$ cat src/rtl/sort_buffer_engine_if.sv
// sort_buffer_engine_if: host-side bus of the sort buffer engine.
//   master : host (drives load/read/start/mode, observes rd_data/busy/done)
//   slave  : engine
// Signals: wr_en/wr_addr/wr_data (load), rd_addr/rd_data (registered read),
//          start/len/desc/signed_cmp (sort request), busy/done (status),
//          swap_count (only when SORT_STATS_EN is defined).
interface sort_buffer_engine_if #(
  parameter int unsigned DATA_W = 32,
  parameter int unsigned ADDR_W = 4
);
  logic              wr_en;
  logic [ADDR_W-1:0] wr_addr;
  logic [DATA_W-1:0] wr_data;
  logic [ADDR_W-1:0] rd_addr;
  logic [DATA_W-1:0] rd_data;
  logic              start;
  logic [ADDR_W:0]   len;
  logic              desc;
  logic              signed_cmp;
  logic              busy;
  logic              done;
`ifdef SORT_STATS_EN
  logic [15:0]       swap_count;

  modport master (
    output wr_en, wr_addr, wr_data, rd_addr, start, len, desc, signed_cmp,
    input  rd_data, busy, done, swap_count
  );

  modport slave (
    input  wr_en, wr_addr, wr_data, rd_addr, start, len, desc, signed_cmp,
    output rd_data, busy, done, swap_count
  );
`else
  modport master (
    output wr_en, wr_addr, wr_data, rd_addr, start, len, desc, signed_cmp,
    input  rd_data, busy, done
  );

  modport slave (
    input  wr_en, wr_addr, wr_data, rd_addr, start, len, desc, signed_cmp,
    output rd_data, busy, done
  );
`endif
endinterface

$ cat src/rtl/sort_buffer_engine.sv
// sort_buffer_engine: DEPTH x DATA_W register array with an in-place bubble
// sort (early exit), ascending/descending, signed/unsigned compare.
// Ports:
//   clk        system clock, rising edge
//   reset_all  asynchronous active-high reset
//   bus        sort_buffer_engine_if.slave (load, registered read, start/len/
//              desc/signed_cmp request, busy/done status)
// Optional: define SORT_STATS_EN to add the 16-bit saturating swap_count.
module sort_buffer_engine #(
  parameter int unsigned DATA_W = 32,
  parameter int unsigned DEPTH  = 16,
  parameter int unsigned ADDR_W = 4
) (
  input  logic                clk,
  input  logic                reset_all,
  sort_buffer_engine_if.slave bus
);

  localparam int unsigned IDX_W = (DEPTH > 1) ? $clog2(DEPTH) : 1;
  localparam int unsigned LEN_W = ADDR_W + 1;

  typedef enum logic [1:0] {
    S_IDLE     = 2'd0,
    S_SCAN     = 2'd1,
    S_PASS_END = 2'd2,
    S_DONE     = 2'd3
  } state_e;

  state_e            state_q, state_d;
  logic [DATA_W-1:0] mem_q [DEPTH];
  logic [DATA_W-1:0] mem_d [DEPTH];
  logic [IDX_W-1:0]  i_q, i_d;
  logic [IDX_W-1:0]  last_q, last_d;
  logic              swapped_q, swapped_d;
  logic              desc_q, desc_d;
  logic              signed_q, signed_d;
  logic              busy_q, busy_d;
  logic              done_q, done_d;
  logic [DATA_W-1:0] rd_data_q, rd_data_d;
`ifdef SORT_STATS_EN
  logic [15:0]       swap_count_q, swap_count_d;
`endif

  logic [IDX_W-1:0]  i_nxt_c;
  logic [LEN_W-1:0]  len_eff_c;
  logic [DATA_W-1:0] a_c, b_c;
  logic              gt_c, lt_c, ooo_c;

  assign i_nxt_c = i_q + IDX_W'(1);

  // Requested length clamped to the array size.
  assign len_eff_c = (32'(bus.len) > DEPTH) ? LEN_W'(DEPTH) : bus.len;

  // Pair comparator for the current scan position, using the latched mode.
  always_comb begin
    a_c = mem_q[i_q];
    b_c = mem_q[i_nxt_c];
    if (signed_q) begin
      gt_c = $signed(a_c) > $signed(b_c);
      lt_c = $signed(a_c) < $signed(b_c);
    end else begin
      gt_c = a_c > b_c;
      lt_c = a_c < b_c;
    end
    ooo_c = desc_q ? lt_c : gt_c;
  end

  // Next-state, array update and status/read-port logic.
  always_comb begin
    state_d   = state_q;
    mem_d     = mem_q;
    i_d       = i_q;
    last_d    = last_q;
    swapped_d = swapped_q;
    desc_d    = desc_q;
    signed_d  = signed_q;
`ifdef SORT_STATS_EN
    swap_count_d = swap_count_q;
`endif

    case (state_q)
      S_IDLE: begin
        // Write lands before a same-edge start so the sort sees the new word.
        if (bus.wr_en && (32'(bus.wr_addr) < DEPTH)) begin
          mem_d[IDX_W'(bus.wr_addr)] = bus.wr_data;
        end
        if (bus.start) begin
          desc_d   = bus.desc;
          signed_d = bus.signed_cmp;
`ifdef SORT_STATS_EN
          swap_count_d = 16'd0;
`endif
          if (len_eff_c <= LEN_W'(1)) begin
            state_d = S_DONE;
          end else begin
            i_d       = '0;
            last_d    = IDX_W'(len_eff_c - LEN_W'(2));
            swapped_d = 1'b0;
            state_d   = S_SCAN;
          end
        end
      end

      S_SCAN: begin
        // Strict compare: equal neighbours never swap, keeping the sort stable.
        if (ooo_c) begin
          mem_d[i_q]     = b_c;
          mem_d[i_nxt_c] = a_c;
          swapped_d      = 1'b1;
`ifdef SORT_STATS_EN
          if (swap_count_q != 16'hFFFF) begin
            swap_count_d = swap_count_q + 16'd1;
          end
`endif
        end
        if (i_q == last_q) begin
          state_d = S_PASS_END;
        end else begin
          i_d = i_nxt_c;
        end
      end

      S_PASS_END: begin
        // A pass with no swaps means the range is already ordered.
        if (!swapped_q || (last_q == '0)) begin
          state_d = S_DONE;
        end else begin
          last_d    = last_q - IDX_W'(1);
          i_d       = '0;
          swapped_d = 1'b0;
          state_d   = S_SCAN;
        end
      end

      S_DONE: begin
        state_d = S_IDLE;
      end

      default: begin
        state_d = S_IDLE;
      end
    endcase

    busy_d    = (state_d != S_IDLE);
    done_d    = (state_d == S_DONE);
    rd_data_d = (32'(bus.rd_addr) < DEPTH) ? mem_q[IDX_W'(bus.rd_addr)] : '0;
  end

  // State and datapath registers; reset abandons any sort in flight.
  always_ff @(posedge clk or posedge reset_all) begin
    if (reset_all) begin
      state_q   <= S_IDLE;
      for (int unsigned k = 0; k < DEPTH; k++) begin
        mem_q[k] <= '0;
      end
      i_q       <= '0;
      last_q    <= '0;
      swapped_q <= 1'b0;
      desc_q    <= 1'b0;
      signed_q  <= 1'b0;
      busy_q    <= 1'b0;
      done_q    <= 1'b0;
      rd_data_q <= '0;
`ifdef SORT_STATS_EN
      swap_count_q <= 16'd0;
`endif
    end else begin
      state_q   <= state_d;
      mem_q     <= mem_d;
      i_q       <= i_d;
      last_q    <= last_d;
      swapped_q <= swapped_d;
      desc_q    <= desc_d;
      signed_q  <= signed_d;
      busy_q    <= busy_d;
      done_q    <= done_d;
      rd_data_q <= rd_data_d;
`ifdef SORT_STATS_EN
      swap_count_q <= swap_count_d;
`endif
    end
  end

  assign bus.rd_data = rd_data_q;
  assign bus.busy    = busy_q;
  assign bus.done    = done_q;
`ifdef SORT_STATS_EN
  assign bus.swap_count = swap_count_q;
`endif

endmodule

$ cat src/flat_wrapper.sv
// flat-port wrapper written by rule: the top's interface ports become plain ports
module sort_buffer_engine_flat 
#(
  parameter int unsigned DATA_W = 32,
  parameter int unsigned DEPTH  = 16,
  parameter int unsigned ADDR_W = 4
)
  (clk, reset_all, bus_wr_en, bus_wr_addr, bus_wr_data, bus_rd_addr, bus_start, bus_len, bus_desc, bus_signed_cmp, bus_rd_data, bus_busy, bus_done);
  sort_buffer_engine_if #(.DATA_W(DATA_W), .ADDR_W(ADDR_W)) bus_i ();
  input  logic clk;
  input  logic reset_all;
  input wire logic [$bits(bus_i.wr_en)-1:0] bus_wr_en;
  input wire logic [$bits(bus_i.wr_addr)-1:0] bus_wr_addr;
  input wire logic [$bits(bus_i.wr_data)-1:0] bus_wr_data;
  input wire logic [$bits(bus_i.rd_addr)-1:0] bus_rd_addr;
  input wire logic [$bits(bus_i.start)-1:0] bus_start;
  input wire logic [$bits(bus_i.len)-1:0] bus_len;
  input wire logic [$bits(bus_i.desc)-1:0] bus_desc;
  input wire logic [$bits(bus_i.signed_cmp)-1:0] bus_signed_cmp;
  output wire logic [$bits(bus_i.rd_data)-1:0] bus_rd_data;
  output wire logic [$bits(bus_i.busy)-1:0] bus_busy;
  output wire logic [$bits(bus_i.done)-1:0] bus_done;
  assign bus_i.wr_en = bus_wr_en;
  assign bus_i.wr_addr = bus_wr_addr;
  assign bus_i.wr_data = bus_wr_data;
  assign bus_i.rd_addr = bus_rd_addr;
  assign bus_i.start = bus_start;
  assign bus_i.len = bus_len;
  assign bus_i.desc = bus_desc;
  assign bus_i.signed_cmp = bus_signed_cmp;
  assign bus_rd_data = bus_i.rd_data;
  assign bus_busy = bus_i.busy;
  assign bus_done = bus_i.done;
  sort_buffer_engine #(.DATA_W(DATA_W), .DEPTH(DEPTH), .ADDR_W(ADDR_W)) u_core (.clk(clk), .reset_all(reset_all), .bus(bus_i));
endmodule
$ cat config.mk
export PLATFORM = sky130hd
export DESIGN_NAME = sort_buffer_engine_flat
export DESIGN_NICKNAME = d
export VERILOG_FILES = /design/src/rtl/sort_buffer_engine_if.sv /design/src/rtl/sort_buffer_engine.sv /design/src/flat_wrapper.sv
export SDC_FILE = /design/constraint.sdc
export NUM_CORES = 2
export LEC_CHECK = 0
export ABC_AREA = 0
export BUFFER_PORTS_ARGS = -buffer_cell sky130_fd_sc_hd__buf_2
export CAP_MARGIN = 15
export CELL_PAD_IN_SITES_DETAIL_PLACEMENT = 0
export CELL_PAD_IN_SITES_GLOBAL_PLACEMENT = 2
export CORE_MARGIN = 5
export CORE_UTILIZATION = 45
export CTS_CLUSTER_DIAMETER = 40
export CTS_CLUSTER_SIZE = 24
export DETAILED_ROUTE_END_ITERATION = 16
export PLACE_DENSITY_LB_ADDON = 0.25
export SETUP_SLACK_MARGIN = 0.3
export SYNTH_ARGS = -nofsm -noshare
export SYNTH_HDL_FRONTEND = slang
export SYNTH_SLANG_ARGS = --single-unit
$ cat constraint.sdc
create_clock -name clk -period 21.9 [get_ports clk]
set_clock_uncertainty 0.15 [all_clocks]
set_input_delay 2.19 -clock clk [delete_from_list [all_inputs] [get_ports clk]]
set_output_delay 2.19 -clock clk [all_outputs]
set_load 0.01 [all_outputs]
* Word-level counts from Yosys, hierarchy flattened
Index checks and enable logic that the tools add are counted. W data, S select, Z words.
Word-level totals: bits in registers 559, input port bits 51, output and inout port bits 34, word-level logic and storage cells 116
Operators by class: add/sub/neg operators 3, order comparisons 13, equality and inequality tests 11, multiplexer cells 44, bitwise operators 4, reductions and logical operators 16
Operators by type and width (number):
- $bwmux W512 | 3
- $mux W512 | 2
- $pmux W512 S2 | 1
- $bmux W32 S4 | 3
- $demux W32 S4 | 3
- $mux W32 | 9
- $gt A32 B32 Y1 | 2
- $lt A32 B32 Y1 | 2
- $mux W4 | 7
- $ge A5 B5 Y1 const B | 4
- $not A4 Y5 | 4
- $lt A5 B1 Y1 const B | 3
- $pmux W4 S3 | 1
- $ne A2 B2 Y1 const B | 5
- $reduce_and A5 Y1 | 2
- $mux W2 | 4
- $pmux W2 S4 | 1
- $pmux W4 S2 | 1
- $mux W1 | 7
- $eq A2 B2 Y1 const B | 3
- $reduce_bool A2 Y1 | 3
- $gt A5 B5 Y1 const B | 1
- $le A5 B1 Y1 const B | 1
- $mux W5 | 1
- 16 further kinds | 18

* Depth between registers and ports, before layout
depth in word-level cells 10, mapped depth 27, mapped depth without buffers 15

* Worst setup path after synthesis
No wires, ideal clock.
path kind register to register, from register u_core.i_q[1], to register u_core.mem_q[256] (netlist bit), setup time 0.125 ns, arrival 5.597 ns, required time 21.625 ns, slack 16.028 ns, stages on the path, launching flop included 25, buffers on the path 10, clock period less this slack 5.872 ns, path through dfrtp_1 clkbuf_1 clkbuf_1 clkbuf_1 inv_1 ha_1 buf_2 buf_2 clkbuf_1 mux4_2 nand2_1 nand3_1 nand2_1 buf_2 ha_1 a21oi_1 nand2_1 a221o_1 o31a_1 o22a_1 buf_4 buf_12 mux2i_4 buf_6 mux2_2
Between the ends: longest elaborated chain between the ends 10, elaborated cells between the ends (all ways) 32, those cells by class 1 x add/sub; 8 x order compare; 1 x eq/ne; 17 x mux; 2 x bitwise; 3 x reduce/logical
RTL lines:
- start, declared | line sort_buffer_engine.sv:32 | logic [IDX_W-1:0] i_q, i_d;
- start signal, assigned | line sort_buffer_engine.sv:170 | i_q <= i_d;
- $add A4 B1 Y4 | line sort_buffer_engine.sv:49 | assign i_nxt_c = i_q + IDX_W'(1);
- $not A4 Y5 (implied by the code) | line sort_buffer_engine.sv:57, sort_buffer_engine.sv:108
- $bmux W32 S4 | line sort_buffer_engine.sv:57 | b_c = mem_q[i_nxt_c];
- $mux W32 (implied by the code) (2 in series) | line sort_buffer_engine.sv:57
- $gt A32 B32 Y1, or another cell as far along | line sort_buffer_engine.sv:62 | gt_c = a_c > b_c;
- $mux W1 | line sort_buffer_engine.sv:58 | if (signed_q) begin
- $mux W1 | line sort_buffer_engine.sv:65 | ooo_c = desc_q ? lt_c : gt_c;
- $ne A2 B1 Y1 (no source line)
- $reduce_and A3 Y1 (no source line)
- end signal, assigned | line sort_buffer_engine.sv:169 | mem_q <= mem_d;
- end, declared | line sort_buffer_engine.sv:30 | logic [DATA_W-1:0] mem_q [DEPTH];
Several ways; a longest one is shown, not always the timed one. The select of a mux whose other input is x is not followed. A chain may end at the register's enable or synchronous reset.

* Final worst setup path
from register u_core.i_q[1], to register u_core.mem_q[392] (netlist bit)
Same word-level chain as after synthesis.

==> metrics.txt <==
commonest non-fill, non-tap cell in the layout nand2_1; crit share post-route 40.1%; setup bufs post-CTS 0; clk slew on worst S/H paths 50 ps; final wirelength 190,000 um; Detailed Place HPWL 99,000 um; vias 37.1k; beginning of the critical path u_core.i_q[1]$_DFFE_PP0P_; most frequent cells in the layout 759 x nand2_1, 556 x dfrtp_1, 512 x o221ai_1; peak supply drop 0.246 mV; Syn-to-layout area delta 12.8%; top cell type's share of synthesized area 33.6%; CTS Hold Buffers Added 0; final setup vio count 0; Syn Std Cell Area 41,700 um2; post-synthesis sequential area ratio 33.6%; first drt pass iteration count 6; CTS H-Tree Depth 3; vias in the first global route 37.3k; gr ovfl total 0; Slew HR 17.6%; Core Region 91,800 um2; clk_lat worst skew 720 ps; antenna viol nets, final 0; root buffer cell clkbuf_16; ys async rst share 100%; All-Layer GR Usage 37.8%; DRT iter0 DRCs 5,342; Yosys cell types 52; starting density of the core 45.4%; Final min period 8780 ps; post-cts sizing count 0; Crit Path Class reg -> reg; Via density 7.77; maxcap violations 0; net count after synthesis 3,658; Worst Path Arrival 9190 ps; Worst Path Max Fanout 54; CTS sink count 559; cell taking the most area after synthesis dfrtp_1; Cells after Synth 3,565; FP Rows 111; Max Clock Freq 114 MHz; fin. max-slew vios 0; layout cells sized above 1 39.7%; Worst Path Required 22,310 ps; first-pass GRT wire length 272,000 um; Hold Crit Start u_core.mem_q[312]$_DFFE_PP0P_; CP Capture Type flip-flop; Util after Layout 51.2%; DRC viols 0; Synth Area per Inst 11.7 um2; Layout Nets 3,520; Post-synth EDFFs 0; unrepaired setup endpoints after global routing no; initial antenna violation count 5; port bufs 84; P per Cell Area 173 nW/um2; worst-case clock buffer depth 3; Fin Setup TNS 0 ps; largest net degree at the start of global routing 117; CP Launch Type flip-flop; HP Class reg -> reg; synth top area cells dfrtp_1 34%, mux4_2 24%, mux2_2 13%; die area 98,800 um2; Synth Flop Type dfrtp_1; worst r2r src u_core.i_q[1]$_DFFE_PP0P_; Yosys reg bits 559; Inserted Clock Buffers 118; yosys warns 0; CTS tree yes; DIE HEIGHT 314 um; actual slew at the worst max-slew pin 1240 ps; gp weighted congestion 0.869; Final Hold Fails 0; io pins 85; Routed wire per std cell 39.9 um; Die W 314 um; Lkg Pwr 18.7 nW; status finished clean
Yosys cell counts, types with 16 or more instances:
cell type / number
nand2_1: 768
dfrtp_1: 559
o221ai_1: 512
mux2_2: 484
mux4_2: 448
clkbuf_1: 222
buf_2: 125
nand3_1: 91
buf_1: 47
ha_1: 42
mux2_1: 32
nor2_1: 27
buf_4: 26
a21oi_1: 21
mux2i_1: 18
buf_6: 16
worst max-delay path: stages, from the launching register on:
cell	delay, ps
dfrtp_4	720
ha_1	600
xnor2_2	930
buf_4	870
nand2_1	130
nand3_1	130
nand2_1	410
ha_1	490
nand4_1	360
nor2_1	320
a221o_1	310
o31a_1	290
o22a_2	190
buf_4	510
mux2i_4	930
buf_4	730
mux2_2	420
power by group:
| part | total (mW) | switching, mW | internal, mW |
|---|---|---|---|
| registers | 1.81 | 0.418 | 1.39 |
| clock network | 1.85 | 0.668 | 1.18 |
| logic | 4.49 | 2.80 | 1.69 |
flip-flops by register name, indices dropped and copies added, names as in the netlist, 2 cells and up:
signal and count:
u_core.mem_q 512, u_core.bus.rd_data 32, u_core.i_q 4, u_core.last_q 4, u_core.state_q 2
routing by layer:
| layer | up-vias | wire length (um) | part of all wire [%] | track usage (%) |
|---|---|---|---|---|
| li1 | 13900 | - | - | - |
| met1 | 19000 | 67900 | 36 | 48.4 |
| met2 | 3225 | 80000 | 42 | 53.7 |
| met4 | 6 | 14900 | 7.8 | 24.4 |
| met3 | 924 | 27400 | 14 | 14.3 |
| met5 | - | 57 | 0.030 | 0.395 |
path summary, 6_finish.rpt:
| check | slack, ps | end | cells past startpoint |
|---|---|---|---|
| max reg2reg | 13120 | u_core.mem_q[392]$_DFFE_PP0P_ | 16 |
| min in group asynchronous | 1460 | u_core.bus.done$_DFF_PP0_ | 2 |
| min | 380 | u_core.mem_q[312]$_DFFE_PP0P_ | 1 |
| max | 13120 | u_core.mem_q[392]$_DFFE_PP0P_ | 16 |
| max in group asynchronous | 16220 | u_core.mem_q[491]$_DFFE_PP0P_ | 6 |
| min reg2reg | 380 | u_core.mem_q[312]$_DFFE_PP0P_ | 1 |
layout make-up:
class                           instances  area (um2)
Inverter                               13        57.6
Timing Repair Buffer                  181        1200
Sequential cell                       559       14000
Clock buffer                          138        3140
Clock inverter                         83         911
Tap cell                             1243        1560
Multi-Input combinational cell       2554       26100
Fill cell                            7947       44800
Antenna cell                            2        5.00
kinds of logic after synthesis:
group	synth area share, %
multiplexers	39.1
XOR/XNOR	0.225
buffers and inverters	5.02
AND/OR/NAND/NOR	8.80
AO/OA/AOI/OAI	12.0
adder cells (fa/ha/maj)	1.26
flip-flops	33.6
through the flow:
stage	cell area (um2)	hold slack, ps	setup WS (ps)	std cells	total power, mW
5_1_grt	47000	405	13110	4771	8.35
2_1_floorplan	41700	330	3930	3565	4.63
3_3_place_gp	42900	351	12660	4547	6.05
6_report	47000	384	13120	4773	8.15
3_5_place_dp	42900	372	13570	4549	6.14
4_1_cts	47000	382	13530	4770	8.00
Note: power is estimated with default switching activity, not from simulation.
